File: src/rtl/seven_seg_scan_ctrl.sv
// Four-digit multiplexed seven-segment scan controller with a guard band between
// slots, shadow/active digit registers committed at frame boundaries, and leading-zero blanking.
module seven_seg_scan_ctrl #(
  parameter int unsigned REFRESH_DIV = 50000,
  parameter int unsigned GUARD       = 16
) (
  input  logic        clk,
  input  logic        rst_n,
  input  logic        en,
  input  logic        load,
  input  logic [15:0] digits_in,
  input  logic        lz_blank,
  output logic [3:0]  hex_out,
  output logic [3:0]  an_n,
  output logic        frame_tick
);

  typedef enum logic [1:0] {
    ST_OFF,
    ST_GUARD,
    ST_DRIVE
  } state_t;

  localparam logic [15:0] GUARD_LAST = 16'(GUARD - 1);
  localparam logic [15:0] SLOT_LAST  = 16'(REFRESH_DIV - 1);

  state_t      state, state_nxt;
  logic [15:0] cnt, cnt_nxt;
  logic [1:0]  idx, idx_nxt;
  logic [15:0] active, shadow;
  logic        pending;
  logic        boundary;
  logic [3:0]  digit_sel;
  logic        blank;
  logic [3:0]  an_nxt, hex_nxt;

  // One slot counter spans the whole slot: 0..GUARD-1 in GUARD, GUARD..REFRESH_DIV-1 in DRIVE.
  always_comb begin
    state_nxt = state;
    cnt_nxt   = cnt;
    idx_nxt   = idx;
    boundary  = 1'b0;
    if (!en) begin
      state_nxt = ST_OFF;
      cnt_nxt   = '0;
      idx_nxt   = '0;
    end else begin
      case (state)
        ST_OFF: begin
          state_nxt = ST_GUARD;
          cnt_nxt   = '0;
          idx_nxt   = '0;
        end
        ST_GUARD: begin
          cnt_nxt = cnt + 16'd1;
          if (cnt == GUARD_LAST) state_nxt = ST_DRIVE;
        end
        ST_DRIVE: begin
          if (cnt == SLOT_LAST) begin
            state_nxt = ST_GUARD;
            cnt_nxt   = '0;
            idx_nxt   = idx + 2'd1;
            boundary  = (idx == 2'd3);
          end else begin
            cnt_nxt = cnt + 16'd1;
          end
        end
        default: begin
          state_nxt = ST_OFF;
          cnt_nxt   = '0;
          idx_nxt   = '0;
        end
      endcase
    end
  end

  // Outputs are computed from the next state so the registered values line up with the state.
  always_comb begin
    digit_sel = active[3:0];
    blank     = 1'b0;
    case (idx_nxt)
      2'd0: digit_sel = active[3:0];
      2'd1: begin
        digit_sel = active[7:4];
        blank     = (active[15:4] == 12'h000);
      end
      2'd2: begin
        digit_sel = active[11:8];
        blank     = (active[15:8] == 8'h00);
      end
      default: begin
        digit_sel = active[15:12];
        blank     = (active[15:12] == 4'h0);
      end
    endcase
    an_nxt  = '1;
    hex_nxt = '1;
    if (state_nxt == ST_DRIVE) begin
      an_nxt  = ~(4'b0001 << idx_nxt);
      hex_nxt = (lz_blank && blank) ? 4'hF : digit_sel;
    end
  end

  always_ff @(posedge clk or negedge rst_n) begin
    if (!rst_n) begin
      state      <= ST_OFF;
      cnt        <= '0;
      idx        <= '0;
      an_n       <= '1;
      hex_out    <= '1;
      frame_tick <= 1'b0;
    end else begin
      state      <= state_nxt;
      cnt        <= cnt_nxt;
      idx        <= idx_nxt;
      an_n       <= an_nxt;
      hex_out    <= hex_nxt;
      frame_tick <= boundary;
    end
  end

  // Commit happens only on the edge into GUARD, so a lit digit never changes.
  always_ff @(posedge clk or negedge rst_n) begin
    if (!rst_n) begin
      active  <= '0;
      shadow  <= '0;
      pending <= 1'b0;
    end else if (boundary) begin
      if (load)         active <= digits_in;
      else if (pending) active <= shadow;
      if (load) shadow <= digits_in;
      pending <= 1'b0;
    end else if (load) begin
      shadow  <= digits_in;
      pending <= 1'b1;
    end
  end

endmodule

File: config.mk
export PLATFORM = sky130hd
export DESIGN_NAME = seven_seg_scan_ctrl
export DESIGN_NICKNAME = d
export VERILOG_FILES = /design/src/rtl/seven_seg_scan_ctrl.sv
export SDC_FILE = /design/constraint.sdc
export NUM_CORES = 1
export LEC_CHECK = 0
export BUFFER_PORTS_ARGS = -buffer_cell sky130_fd_sc_hd__buf_2
export CORE_MARGIN = 2
export CORE_UTILIZATION = 40
export DETAILED_ROUTE_END_ITERATION = 6
export PLACE_DENSITY = 0.61
export SLEW_MARGIN = 15
export SYNTH_ARGS = -nofsm -noshare
export SYNTH_HDL_FRONTEND = slang
export SYNTH_SLANG_ARGS = --single-unit
File: constraint.sdc
create_clock -name clk -period 3.4 [get_ports clk]
set_input_delay 0.17 -clock clk [delete_from_list [all_inputs] [get_ports clk]]
set_output_delay 0.17 -clock clk [all_outputs]
set_load 0.02 [all_outputs]
======== After elaboration in Yosys (flattened, before gate mapping) ========
Index checks and enable logic that the tools add are counted.
operators by class
  add/subtract/negate cells ............... 2
  multiply operators ...................... 0
  divide/modulo/power cells ............... 0
  $lt $le $gt $ge ......................... 0
  equality and inequality tests ........... 8
  shift-type cells ........................ 1
  mux-type cells .......................... 22
  bitwise operators ....................... 1
  reduce and logical (&&, ||, !) cells .... 9
operator list
  cell                   count
  $mux 16                4
  $pmux 16 s2            1
  $add 16x1->16 const B  1
  $eq 16x16->1 const B   1
  $eq 16x4->1 const B    1
  $logic_not 12->1       1
  $mux 4                 3
  $pmux 4 s3             1
  $mux 2                 5
  $eq 2x2->1 const B     4
  $logic_not 8->1        1
  $pmux 2 s3             1
  $mux 1                 5
  $eq 2x1->1 const B     2
  $logic_not 2->1        2
  $logic_not 4->1        1
  $not 4->4              1
  $pmux 2 s2             1
  $reduce_bool 2->1      2
  $shl 1x2->4 const A    1
  $pmux 1 s3             1
  $add 2x1->2 const B    1
  $reduce_and 2->1       1
  $logic_and 1x1->1      1
word-level totals
  register bits ........................... 62
  latch bits .............................. 0
  memory bits (writable) .................. 0
  memory bits (read-only) ................. 0
  bits of input ports ..................... 21
  output and inout port bits .............. 9
  logic and storage cells ................. 52
  memories ................................ 0

======== Longest topological paths before layout ========
  depth after elaboration ................. 9
  depth in mapped cells ................... 9
  gate-level depth less buffers ........... 9

======== Worst setup path before layout ========
No wires, ideal clock.
  kind .................................... reg-to-reg
  start ................................... register cnt[5]
  end ..................................... register active[11]
  library setup time ...................... 125 ps
  data arrival time ....................... 1955 ps
  required time ........................... 3275 ps
  slack ................................... 1320 ps
  cell stages (with the launch flop) ...... 8
  path buffers ............................ 2
  clock period less this slack ............ 2080 ps
  path through ............................ dfrtp_1 > nor4_4 > and4_4 > and4_4 > and2b_1 > buf_4 > buf_6 > mux2_2
between the ends
  cells in the longest elaborated chain, start to end .. 5
ends and longest elaborated chain
  item                               RTL line  RTL
  start: declaration                 28        logic [15:0] cnt, cnt_nxt;
  start signal: assignment           114       cnt <= cnt_nxt;
  $eq 16x16->1                       59        if (cnt == SLOT_LAST) begin
  $mux 1                             59
  $mux 1                             48        case (state)
  $mux 1                             43        if (!en) begin
  net boundary                       32        logic boundary;
  $reduce_and 2->1 (no source line)  n/a
  end signal: assignment             129       if (load) active <= digits_in;
  end signal: assignment             130       else if (pending) active <= shadow;
  end: declaration                   30        logic [15:0] active, shadow;
The timed path passes the listed nets, and every way through them passes these cells.
A chain may end at the register's enable or synchronous reset.

======== Worst setup path after layout ========
  start ................................... register cnt[0]
  end ..................................... register hex_out[2]
between the ends
  cells in the longest elaborated chain, start to end .. 9
  elaborated cells between the ends (all ways) .. 18
  those cells by class .................... eq/ne (5); mux (11); reduce/logical (2)
ends and longest elaborated chain
  item                                RTL line  RTL
  $eq 16x16->1 (*)                    59
  $mux 2 (*)                          59
  $pmux 2 s2 (*)                      48
  $mux 2 (*)                          43
  net idx_nxt[1]                      29        logic [1:0] idx, idx_nxt;
  $eq 2x2->1 (tied with other cells)  81        case (idx_nxt)
  $pmux 1 s3                          81
  $logic_and 1x1->1                   100       hex_nxt = (lz_blank && blank) ? 4'hF : digit_sel;
  $mux 4 (*)                          100
  $mux 4 (*)                          98        if (state_nxt == ST_DRIVE) begin
  net hex_nxt[2]                      35        logic [3:0] an_nxt, hex_nxt;
  end signal: assignment              117       hex_out <= hex_nxt;
  end: declaration                    13        output logic [3:0] hex_out,
Mark *: on every way through the listed nets, which the timed path passes. The rest lies on a longest branch.

==> flow_summary_export.csv <==
group,metric,value,unit
run_status,status,"finished clean",
timing,maxSlewHeadroom,40.94,%
run,drv_cap,0,
worst_hold_path,worstHoldPathCells,2,
logic_synthesis,seq_area_frac_synth,55.08,%
pwr,seqPwrFrac,46.9,%
pwr,cellLeakagePower,1.475,nW
worst_setup_path,cp.arrival,2750,ps
route,drc,0,
timing,setup_viol,0,
logic_synthesis,async_flop_share,100.0,%
clock_tree,cts-resized-gates,0,
worst_setup_path,cp-end-kind,"register",
route,via_count,1876,
logic_synthesis,synth-edff-count,0,
clock_tree,cts_max_level,3,
layout,finalNetCount,293,
timing,hold_viol_final,0,
logic_synthesis,synthDistinctLibCells,41,
layout,multi_input_area,1220,sq um
place,globalplace.congestion,0.8150,
grt,overflow,0,
die,start_util,41.50,%
logic_synthesis,yosys_warnings,0,
die,dieArea,7777,sq um
timing,fin_crit_sh,74.37,%
pwr,internal_power,1.278,mW
die,die_h,88.19,microns
die,ios,30,
timing,tightest_slew,886.0,ps
route,vias_per_cell,5.112,
layout,drive_gt1_share,36.16,%
layout,diodes,0,
timing,fin_worst_hold_slack,77.64,ps
worst_setup_path,reg2regPathDepth,9,
route,antenna_left,0,
clock_tree,cts-root-buf,"clkbuf_8",
pwr,power-per-cell-area,487.3,nW/um^2
grt,grt_first_pass_wirelength,9204,microns
route,first_pass_iters,4,
layout,nFillCells,642,
pwr,clock_power_share,48.7,%
timing,tns,0,ps
layout,syn2layout_area_growth,17.96,%
die,rows,30,
grt,grt_max_degree,41,
logic_synthesis,syn_area_per_cell,12.44,sq um
logic_synthesis,synth_area,2835,sq um
clock_tree,cts_made_buffers,9,
grt,grt_pass1_vias,1867,
timing,rsz0062_at_grt,"false",
pwr,p_sw_share,21.60,%
route,dr.first_iter.drc_count,80,
place,placed_cell_area,3088,sq um
route,post_drt_wl_per_cell,14.87,microns
worst_hold_path,hp-class,"in2reg",
grt,antenna_found_initial,0,
worst_setup_path,path_class,"reg2reg",
logic_synthesis,synth_seq_cells,62,
die,coreArea,6832,sq um
die,dieWidth,88.19,microns
timing,slew_violations,0,
layout,seq_area,1562,sq um
logic_synthesis,syn_inst,228,
clock_tree,cts.sinks,62,
pwr,ir_drop,279.4,uV
grt,grt_use_total,15.75,%
worst_setup_path,cp-start-kind,"register",
timing,max_freq,395.5,MHz
pwr,switchingPower,352.0,uW
route,drt_wl_total,5458,microns
clock_tree,tritoncts,"yes",
timing,clock_skew,10.21,ps
layout,final_util,48.96,%
timing,fin_crit,2529,ps
place,io_buffers,29,
pwr,combPwrFrac,4.4,%
clock_tree,clk_pin_slew,80,ps
clock_tree,worst_skew_pair.late_latency,340,ps
worst_setup_path,worstPathMaxFanout,11,
worst_setup_path,ff2ff_setup_slack,870,ps
layout,final_cell_area,3344,sq um
logic_synthesis,syn-num-nets,255,
logic_synthesis,ys_dominant_reg_cell,"dfrtp_1",
worst_setup_path,crit_required,3620,ps
clock_tree,clk_path_buf_depth,2,
place,hpwl,3832,microns
[registers in the layout, summed over array words and instances (netlist names)]
| name | flops |
|---|---|
| active | 16 |
| shadow | 16 |
| state | 2 |
| frame_tick | 1 |
| pending | 1 |
| idx | 2 |
| hex_out | 4 |
| cnt | 16 |
| an_n | 4 |
[metal layers]
metal  track usage [%]  up-vias  share of wire [%]
met5                 0        -                  0
met2             23.79       26                 48
li1                  -      897                  -
met1             21.22      944                 48
met3             3.299        9                3.0
met4             8.540        0                1.7
[metrics by stage]
stage                     worst slack, ps  cells  total power [mW]
after floorplan                      1320    228            0.8128
after CTS                           864.4    367             1.652
after global placement              894.6    350            0.8490
after detailed placement            902.7    350            0.8510
after global routing                673.8    367             1.694
final                               871.5    367             1.630
[what timing repair did]
item / 4_1_cts / 5_1_grt
hold buffers: 1 / 0
buffers inserted: 0 / 0
endpoints found under the hold margin: 32 / 0
[critical path: stages (launching register included)]
cell and delay, ps:
dfrtp_1 400, ha_1 240, and4_2 220, and4_4 210, a311oi_1 290, buf_4 230
nand2b_1 280, inv_2 130, a211oi_1 260, o211ai_1 160
[cells by family after synthesis]
group | Yosys count | share of synthesized area, %
muxes | 32 | 12.71
and+or+nand+nor | 75 | 15.31
xor gates and xnor gates | 14 | 4.325
adders and majority gates | 6 | 2.648
AOI/OAI and AO/OA | 28 | 8.032
DFF | 62 | 55.08
buffers and inverters | 11 | 1.897
[path summary, 6_finish.rpt]
path                                                to              from
worst min-delay path             shadow[7]$_DFFE_PN0P_      digits_in[7]
max in group asynchronous            an_n[1]$_DFF_PN1_             rst_n
worst min register to register        cnt[0]$_DFF_PN0_  cnt[0]$_DFF_PN0_
min in group asynchronous       active[10]$_DFFE_PN0P_             rst_n
worst max-delay path              hex_out[2]$_DFF_PN1_  cnt[0]$_DFF_PN0_
worst max register to register    hex_out[2]$_DFF_PN1_  cnt[0]$_DFF_PN0_
[cells in the final DEF (no fill, tap or decap), types with 3 or more instances in the layout]
cell and count:
a21oi_1 3, mux2_1 3, clkbuf_8 9, o21a_1 4
dfrtp_1 54, buf_4 3, dfstp_2 8, xor2_1 6
a211oi_1 9, nand3_1 10, nor2_1 22, o211ai_1 5
and3_2 3, nor3b_1 5, bufinv_16 3, mux2_2 29
nand2b_1 5, ha_1 6, inv_1 4, buf_2 29
nand2_1 8, xnor2_1 8, and3_1 5
[power groups by stage]
stage	Clock, mW	Sequential (mW)	Combinational [mW]
after floorplan	0	0.776	0.0370
after global placement	0	0.777	0.0722
after detailed placement	0	0.778	0.0730
after CTS	0.813	0.764	0.0745
after global routing	0.846	0.765	0.0829
final	0.794	0.764	0.0718
[cell usage after synthesis (all sizes together) (4+ instances only)]
| cell | instances | area (sq um) |
|---|---|---|
| ha | 6 | 75.07 |
| xor2 | 6 | 52.55 |
| inv | 5 | 18.76 |
| nor2 | 23 | 93.84 |
| nand3 | 10 | 50.05 |
| a211oi | 9 | 67.56 |
| dfstp | 8 | 210.2 |
| mux2 | 32 | 360.3 |
| nor3b | 5 | 37.54 |
| and4 | 4 | 42.54 |
| and3 | 8 | 53.80 |
| nand2b | 5 | 31.28 |
| o211ai | 5 | 37.54 |
| dfrtp | 54 | 1351 |
| xnor2 | 8 | 70.07 |
| o21a | 4 | 30.03 |
| nand2 | 8 | 30.03 |
[area by class of cell]
type / instances / area share [%]
clock buffer: 9 / 3.704
sequential: 62 / 46.69
timing repair buffer: 33 / 5.312
tap: 96 / 3.591
inverter: 5 / 0.5612
clock inverter: 7 / 3.666
multi-input combinational: 155 / 36.48
No activity file was read; power rests on OpenSTA's default activity.
